## src/rtl/led_pattern_sched.sv

```systemverilog
// -----------------------------------------------------------------------------
// led_pattern_sched
//
// Sequencing controller for the blink_led array. It produces the per-LED mask
// that selects which LEDs blink. The pattern advances only after the tracked
// LED (led_i[ptr]) has completed a full on/off blink. Supported patterns are
// BOUNCE, CHASE, FILL and ALL. Mode changes requested while running are queued
// and applied at the next step boundary.
//
// Optional feature macro: LED_PATTERN_SCHED_WDOG_EN
//   defined   : a watchdog forces an advance (stall_o pulse) when the tracked
//               LED stays silent for TIMEOUT cycles.
//   undefined : no watchdog counter is built; stall_o is constant 0.
//
// Ports
//   clk_i       in   1          system clock
//   arst_i      in   1          asynchronous active-high reset
//   en_i        in   1          sequencer enable (low -> IDLE on next edge)
//   pause_i     in   1          freeze state, mask, pointer and watchdog
//   mode_i      in   2          requested pattern (0 BOUNCE,1 CHASE,2 FILL,3 ALL)
//   mode_load_i in   1          strobe that queues mode_i
//   led_i       in   LED_WIDTH  blink outputs returned from blink_led array
//   mask_o      out  LED_WIDTH  registered mask to blink_led array
//   mode_o      out  2          pattern currently running
//   step_o      out  1          pulse on every pattern advance
//   done_o      out  1          pulse when the pattern completes a cycle
//   stall_o     out  1          pulse on a watchdog-forced advance
// -----------------------------------------------------------------------------
module led_pattern_sched #(
    parameter int LED_WIDTH = 8,
    parameter int TIMEOUT   = 50_000_000
) (
    input  logic                 clk_i,
    input  logic                 arst_i,
    input  logic                 en_i,
    input  logic                 pause_i,
    input  logic [1:0]           mode_i,
    input  logic                 mode_load_i,
    input  logic [LED_WIDTH-1:0] led_i,
    output logic [LED_WIDTH-1:0] mask_o,
    output logic [1:0]           mode_o,
    output logic                 step_o,
    output logic                 done_o,
    output logic                 stall_o
);

    localparam int                 LED_PTR = (LED_WIDTH > 1) ? $clog2(LED_WIDTH) : 1;
    localparam logic [LED_PTR-1:0] PTR_MAX = LED_PTR'(LED_WIDTH - 1);

    localparam logic [1:0] MODE_BOUNCE = 2'd0;
    localparam logic [1:0] MODE_CHASE  = 2'd1;
    localparam logic [1:0] MODE_FILL   = 2'd2;
    localparam logic [1:0] MODE_ALL    = 2'd3;

    if (LED_WIDTH < 2) begin : g_bad_width
        $error("led_pattern_sched: LED_WIDTH must be at least 2");
    end
    if (TIMEOUT < 1) begin : g_bad_timeout
        $error("led_pattern_sched: TIMEOUT must be at least 1");
    end

    typedef enum logic [1:0] {
        S_IDLE     = 2'd0,
        S_WAIT_ON  = 2'd1,
        S_WAIT_OFF = 2'd2
    } state_t;

    state_t               state_q, state_d;
    logic [LED_WIDTH-1:0] mask_d;
    logic [1:0]           mode_d;
    logic [1:0]           pend_mode_q, pend_mode_d;
    logic                 pend_vld_q, pend_vld_d;
    logic [LED_PTR-1:0]   ptr_q, ptr_d;
    logic                 dir_down_q, dir_down_d;
    logic                 step_d, done_d, stall_d;
    logic                 do_adv;
    logic                 wd_expired;

    // Result of a normal (non-mode-switch) advance for the running pattern.
    logic [LED_WIDTH-1:0] adv_mask;
    logic [LED_PTR-1:0]   adv_ptr;
    logic                 adv_dir_down;
    logic                 adv_done;

    function automatic logic [LED_WIDTH-1:0] init_mask(input logic [1:0] mode);
        return (mode == MODE_ALL) ? '1 : LED_WIDTH'(1);
    endfunction

    // Thermometer code with bits 0..top set.
    function automatic logic [LED_WIDTH-1:0] thermo_mask(input logic [LED_PTR-1:0] top);
        logic [LED_WIDTH-1:0] m;
        m = '0;
        for (int i = 0; i < LED_WIDTH; i++) begin
            m[i] = (i <= int'(top));
        end
        return m;
    endfunction

    always_comb begin
        adv_mask     = '0;
        adv_ptr      = ptr_q;
        adv_dir_down = dir_down_q;
        adv_done     = 1'b0;
        case (mode_o)
            MODE_BOUNCE: begin
                adv_ptr = dir_down_q ? (ptr_q - 1'b1) : (ptr_q + 1'b1);
                // Direction reverses on arrival at either end so the next
                // advance already heads back.
                if (adv_ptr == PTR_MAX) begin
                    adv_dir_down = 1'b1;
                end else if (adv_ptr == '0) begin
                    adv_dir_down = 1'b0;
                end
                adv_mask = LED_WIDTH'(1) << adv_ptr;
                adv_done = (adv_ptr == '0);
            end
            MODE_CHASE: begin
                if (ptr_q == PTR_MAX) begin
                    adv_ptr  = '0;
                    adv_done = 1'b1;
                end else begin
                    adv_ptr = ptr_q + 1'b1;
                end
                adv_mask = LED_WIDTH'(1) << adv_ptr;
            end
            MODE_FILL: begin
                if (ptr_q == PTR_MAX) begin
                    adv_ptr  = '0;
                    adv_done = 1'b1;
                end else begin
                    adv_ptr = ptr_q + 1'b1;
                end
                adv_mask = thermo_mask(adv_ptr);
            end
            default: begin
                adv_ptr      = '0;
                adv_dir_down = 1'b0;
                adv_mask     = '1;
                adv_done     = 1'b1;
            end
        endcase
    end

    always_comb begin
        state_d     = state_q;
        mask_d      = mask_o;
        mode_d      = mode_o;
        pend_mode_d = pend_mode_q;
        pend_vld_d  = pend_vld_q;
        ptr_d       = ptr_q;
        dir_down_d  = dir_down_q;
        step_d      = 1'b0;
        done_d      = 1'b0;
        stall_d     = 1'b0;
        do_adv      = 1'b0;

        if (!en_i) begin
            // Disable wins over pause; mode_o is kept for the next enable.
            if (state_q == S_IDLE && mode_load_i) begin
                mode_d = mode_i;
            end
            state_d    = S_IDLE;
            mask_d     = '0;
            pend_vld_d = 1'b0;
            ptr_d      = '0;
            dir_down_d = 1'b0;
        end else if (state_q == S_IDLE) begin
            // Nothing is running, so a strobe takes effect immediately and
            // also selects the initial mask if we start this cycle.
            if (mode_load_i) begin
                mode_d = mode_i;
            end
            if (!pause_i) begin
                state_d    = S_WAIT_ON;
                mask_d     = init_mask(mode_d);
                ptr_d      = '0;
                dir_down_d = 1'b0;
            end
        end else begin
            if (mode_load_i) begin
                pend_mode_d = mode_i;
                pend_vld_d  = 1'b1;
            end
            if (!pause_i) begin
                if (state_q == S_WAIT_ON) begin
                    if (led_i[ptr_q]) begin
                        state_d = S_WAIT_OFF;
                    end else if (wd_expired) begin
                        do_adv  = 1'b1;
                        stall_d = 1'b1;
                    end
                end else begin
                    if (!led_i[ptr_q]) begin
                        do_adv = 1'b1;
                    end else if (wd_expired) begin
                        do_adv  = 1'b1;
                        stall_d = 1'b1;
                    end
                end
            end
            if (do_adv) begin
                state_d = S_WAIT_ON;
                step_d  = 1'b1;
                // Using the _d copies lets a strobe in this same cycle win.
                if (pend_vld_d) begin
                    mode_d     = pend_mode_d;
                    mask_d     = init_mask(pend_mode_d);
                    ptr_d      = '0;
                    dir_down_d = 1'b0;
                    pend_vld_d = 1'b0;
                end else begin
                    mask_d     = adv_mask;
                    ptr_d      = adv_ptr;
                    dir_down_d = adv_dir_down;
                    done_d     = adv_done;
                end
            end
        end
    end

`ifdef LED_PATTERN_SCHED_WDOG_EN
    localparam int CNT_W = $clog2(TIMEOUT + 1);

    logic [CNT_W-1:0] wd_cnt_q;

    assign wd_expired = (wd_cnt_q == CNT_W'(TIMEOUT));

    // Restarts on any state change, including a forced advance that stays
    // in WAIT_ON; holds while paused.
    always_ff @(posedge clk_i or posedge arst_i) begin
        if (arst_i) begin
            wd_cnt_q <= '0;
        end else if (!en_i || state_q == S_IDLE || state_d != state_q || stall_d) begin
            wd_cnt_q <= '0;
        end else if (!pause_i) begin
            wd_cnt_q <= wd_cnt_q + 1'b1;
        end
    end
`else
    assign wd_expired = 1'b0;
`endif

    always_ff @(posedge clk_i or posedge arst_i) begin
        if (arst_i) begin
            state_q     <= S_IDLE;
            mask_o      <= '0;
            mode_o      <= MODE_BOUNCE;
            pend_mode_q <= MODE_BOUNCE;
            pend_vld_q  <= 1'b0;
            ptr_q       <= '0;
            dir_down_q  <= 1'b0;
            step_o      <= 1'b0;
            done_o      <= 1'b0;
            stall_o     <= 1'b0;
        end else begin
            state_q     <= state_d;
            mask_o      <= mask_d;
            mode_o      <= mode_d;
            pend_mode_q <= pend_mode_d;
            pend_vld_q  <= pend_vld_d;
            ptr_q       <= ptr_d;
            dir_down_q  <= dir_down_d;
            step_o      <= step_d;
            done_o      <= done_d;
            stall_o     <= stall_d;
        end
    end

endmodule

```

## config.mk

```make
export PLATFORM = sky130hd
export DESIGN_NAME = led_pattern_sched
export DESIGN_NICKNAME = d
export VERILOG_FILES = /design/src/rtl/led_pattern_sched.sv
export SDC_FILE = /design/constraint.sdc
export NUM_CORES = 1
export LEC_CHECK = 0
export ABC_CLOCK_PERIOD_IN_PS = 5200
export CAP_MARGIN = 10
export CORE_MARGIN = 4
export CORE_UTILIZATION = 51
export CTS_BUF_LIST = sky130_fd_sc_hd__clkbuf_4 sky130_fd_sc_hd__clkbuf_8 sky130_fd_sc_hd__clkbuf_16
export DETAILED_ROUTE_END_ITERATION = 7
export GPL_ROUTABILITY_DRIVEN = 0
export PLACE_DENSITY = 0.82
export SETUP_SLACK_MARGIN = 0.02
export SLEW_MARGIN = 40
export SYNTH_ARGS = -nofsm -noshare
export SYNTH_HDL_FRONTEND = slang
export SYNTH_SLANG_ARGS = --single-unit
```

## constraint.sdc

```tcl
create_clock -name clk_i -period 5.2 [get_ports clk_i]
set_input_delay 1.04 -clock clk_i [delete_from_list [all_inputs] [get_ports clk_i]]
set_output_delay 1.04 -clock clk_i [all_outputs]
set_load 0.01 [all_outputs]
```

* After elaboration in Yosys (flattened, before gate mapping) *
Cells that the tools add are included.

word-level totals
  output and inout port bits = 13
  word-level logic and storage cells = 115
  register bits = 21

operators by class
  eq/ne operators = 16
  $add $sub $neg = 2
  bitwise logic cells = 1
  order comparisons = 8
  muxes and demuxes = 66
  reductions and logical operators = 11
  shifts and indexed selects = 2

operators with widths
  cell                 count
  $mux 8               7
  $mux 2               18
  $mux 1               27
  $mux 3               9
  $pmux 8 s3           1
  $shl 1x3->8 const A  2
  $le 3x3->1 const A   4
  $pmux 3 s3           1
  $ne 4x1->1 const B   2
  $reduce_and 4->1     2
  $eq 2x2->1 const B   3
  $eq 3x3->1 const B   2
  $le 2x3->1 const A   2
  $ne 3x1->1 const B   2
  $ne 6x6->1 const B   1
  $eq 2x1->1 const B   2
  $logic_not 2->1      2
  $lt 3x4->1 const B   1
  $ne 4x2->1 const B   1
  $pmux 1 s2           2
  $reduce_and 2->1     2
  $add 3x1->3 const B  1
  $bmux 1 s3           1
  $le 1x3->1 const A   1
  other kinds (10)     10

* Depth between registers and ports, before layout *
  word-level depth = 10
  gate-level depth with buffers = 11
  mapped depth without buffers = 7

* Least setup slack after synthesis *
Ideal clock, no wire load.

  path kind = input-to-reg
  from = input mode_load_i
  to = register mask_o[1]
  library setup time = 0.077 ns
  arrival time = 2.327 ns
  required time = 5.123 ns
  path slack = 2.796 ns
  stages = 5
  cells stage by stage = buf_6 or3_1 a2111oi_1 o22ai_2 o21ai_1

on the way
  cells in the longest elaborated chain, start to end = 9

ends and longest elaborated chain
  item                    RTL line  text
  start: declaration      38        input logic mode_load_i,
  $mux 2                  180       if (mode_load_i) begin
  $mux 2                  167       end else if (state_q == S_IDLE) begin
  $mux 2                  157       if (!en_i) begin
  $eq 2x2->1              86        return (mode == MODE_ALL) ? '1 : LED_WIDTH'(1);
  $mux 8                  86
  $mux 8                  205       if (pend_vld_d) begin
  $mux 8                  201       if (do_adv) begin
  $mux 8 *                167
  $mux 8 *                157
  end signal: assignment  257       mask_o <= mask_d;
  end: declaration        40        output logic [LED_WIDTH-1:0] mask_o,

Mark *: on every way between the ends. The rest lies on a longest branch, timed or not. The select of a mux whose other input is x is not followed.
A chain may end at the register's enable or synchronous reset.

* Worst setup path after layout *
Ends and elaborated chain as after synthesis.

==> reports/results.tsv <==
stage	metric	value	unit
run_status	outcome	completed	
clock_tree	root buffer cell	sky130_fd_sc_hd__clkbuf_4	
hold_path	path type of the worst min-delay path	flip-flop to flip-flop	
die	area of the core	3100	um^2
die	vertical extent of the die	65.4	um
die	number of cell rows	20	
timing	actual transition at the worst max-transition pin	0.646	ns
global_route	global-route usage over all layers	0.198	
synth	post-synthesis net count	214	
clock_tree	Max clock buf depth	2	
setup_path	crit path launch	mode_load_i	
die	horizontal die dimension	65.4	um
job	maximum capacitance violations	0	
clock_tree	Clock Latency Late Sink	0.31	ns
timing	Final Skew	0.00113	ns
final_layout	leading cell type in the layout, fill and taps excluded	sky130_fd_sc_hd__clkdlybuf4s50_1	
clock_tree	post-cts hold buffer count	0	
placement	buffers added on ports	26	
final_layout	Finished Layout Cells	251	
final_layout	cell area after layout	1970	um^2
setup_path	FF-to-FF Start	ptr_q[0]	
clock_tree	number of H-tree branching levels	1	
setup_path	Crit Path Max Fanout	10	
hold_path	hold path start	mask_o[4]	
setup_path	WS Path Type	primary input to flip-flop	
synth	warnings from Yosys	0	
drt	first-iteration detailed-routing DRC count	88	
die	die outline area	4280	um^2
global_route	via count of the first global-routing pass	1477	
final_layout	antenna diode instance count	0	
timing	count of final max-slew check failures	0	
drt	Via-to-Cell Ratio	6.09	
setup_path	required time worst endpoint	5.44	ns
placement	Placed Cells incl. Taps	247	
final_layout	fraction of final layout cells with drive strength greater than 1	0.111	
drt	total length of routed wires	3.87	mm
timing	unrepaired setup endpoints after global routing	false	
setup_path	worst endpoint data arrival time	3.11	ns
drt	number of detailed-routing iterations run before antenna repair	4	
placement	post-DP HPWL	2.96	mm
synth	proportion of synthesized flip-flops having asynchronous set or reset	1.00	
synth	Post-Syn Instances	189	
timing	Min Clock Period, post-route	2.86	ns
placement	total placed instance area	1930	um^2
synth	proportion of synthesized chip area in sequential cells	0.313	
synth	area fraction of the dominant cell type after synthesis	0.313	
final_layout	post-layout util	0.633	
timing	number of hold violations in the final report	0	
drt	Remaining DRCs	0	
timing	final setup TNS	0	ns
die	I/O pin count	28	
setup_path	endpoint class of the critical path	flip-flop	
pwr	Cell Pwr Density	220	nW/um^2
timing	Finish-stage setup viols	0	
synth	largest cells by area after synthesis	sky130_fd_sc_hd__dfrtp_1 (31%), sky130_fd_sc_hd__ha_1 (7.4%), sky130_fd_sc_hd__nand2_1 (4.0%)	
global_route	number of antenna violations at the first check in global routing	0	
drt	mean routed wirelength per cell	15.4	um
timing	slew margin rel.	0.569	
global_route	maximum number of pins on one net before global-route repair	22	
pwr	IR drop worst, VDD	0.110	mV
synth	flip-flop and latch count after synthesis	21	
synth	distinct cell type count after synthesis	56	
clock_tree	post_cts resized	0	
synth	cell type with the highest aggregate area in the netlist	sky130_fd_sc_hd__dfrtp_1	
die	starting density of the core	0.542	
synth	post-synthesis instance area	1680	um^2
synth	Post-synth EDFFs	0	
timing	final worst-path cycle share	0.551	
final_layout	commonest cells after routing, fill and taps aside	sky130_fd_sc_hd__clkdlybuf4s50_1 (26), sky130_fd_sc_hd__dfrtp_1 (21), sky130_fd_sc_hd__nand2_1 (18), sky130_fd_sc_hd__nor2_1 (11)	
final_layout	Layout Nets	233	
setup_path	CP Launch Type	primary input	
synth	mean cell area of the mapped netlist	8.90	um^2
clock_tree	Num CTS Buffers	3	
global_route	global-route wire length before repair	6.60	mm
pwr	static power due to leakage	0.785	nW
global_route	total gr overflow	0	
clock_tree	clock slew at the register clock pins of the worst setup and hold paths	0.12	ns
drt	count of nets left with antenna violations after detail routing	0	
timing	Max Clk Rate	349	MHz
synth	top flip-flop cell by instance count after synthesis	sky130_fd_sc_hd__dfrtp_1	
clock_tree	Post-CTS Setup Repair Bufs	0	
clock_tree	CTS Sinks	21	
clock_tree	TritonCTS clock tree	done	
drt	Vias	1528	
final_layout	layout overhead on the synthesized area	16.9	%
-- path summary, 6_finish.rpt --
check	slack, ns	cells past startpoint	to
min in group asynchronous	1.03	2	mode_o[1]
min reg2reg	0.50	2	mask_o[4]
max	2.34	5	mask_o[1]
max reg2reg	2.64	6	dir_down_q
max in group asynchronous	3.87	2	ptr_q[1]
min	0.50	2	mask_o[4]
-- cell usage after synthesis, drive strengths merged (2+ instances only) --
cell	instances
or3	3
a21o	3
a21oi	10
mux4	2
o31ai	3
clkbuf	7
a22o	4
a211oi	2
ha	10
a31oi	6
o21ai	14
nand2	18
a21boi	3
nand2b	4
xnor2	2
nor2	11
nor2b	3
inv	11
or2	2
a221oi	3
dfrtp	21
a22oi	2
o22ai	3
mux2i	2
mux2	4
buf	5
nand3	3
o211ai	4
a311oi	3
nor3	5
-- sequential cells by signal, summed over array words and instances (netlist names) --
name	cells
mask_o	8
state_q	2
pend_mode_q	2
pend_vld_q	1
dir_down_q	1
done_o	1
step_o	1
mode_o	2
ptr_q	3
-- layout make-up --
type / instances / area, um^2
Fill cell: 284 / 1140
Timing Repair Buffer: 26 / 260
Tap cell: 44 / 55.1
Clock inverter: 1 / 5.00
Inverter: 11 / 41.3
Multi-Input combinational cell: 145 / 1060
Sequential cell: 21 / 526
Clock buffer: 3 / 22.5
-- power breakdown --
part / leakage, nW / total, mW / internal [mW] / switching [mW]
clock: 0.0177 / 0.0804 / 0.0288 / 0.0516
sequential: 0.281 / 0.193 / 0.177 / 0.0163
combinational: 0.486 / 0.160 / 0.0730 / 0.0866
-- per-stage QoR --
step	hold slack, ns	power [mW]	setup WS [ns]
final	0.502	0.433	2.34
after CTS	0.510	0.433	2.36
after floorplan	0.496	0.302	2.80
after global routing	0.538	0.462	2.16
after global placement	0.471	0.346	2.02
after detailed placement	0.483	0.353	2.03
-- cells by family (layout without fill, tap and decap cells) --
family,after synthesis,after routing,synth area share
compound gates,67,67,0.287
simple gates,56,56,0.174
buf+inv,23,41,0.0640
flops,21,21,0.312
fa+ha+maj,10,10,0.0744
mux,8,8,0.0699
xor+xnor,3,3,0.0156
other cells,1,1,0.00223
-- worst max-delay path, cell delays in order --
cell                              delay [ns]
sky130_fd_sc_hd__clkdlybuf4s50_1        0.59
sky130_fd_sc_hd__or3_1                  0.42
sky130_fd_sc_hd__a2111oi_1              0.63
sky130_fd_sc_hd__o22ai_2                0.24
sky130_fd_sc_hd__o21ai_1                0.19
-- per-layer routing --
| metal | global-route usage | part of all wire | vias to the layer above |
|---|---|---|---|
| met5 | 0 | 0 | - |
| met4 | 0.106 | 0.022 | 0 |
| met3 | 0.0274 | 0.051 | 9 |
| met2 | 0.325 | 0.49 | 53 |
| met1 | 0.251 | 0.44 | 735 |
| li1 | - | - | 731 |
Power figures use the tool's default switching activity.
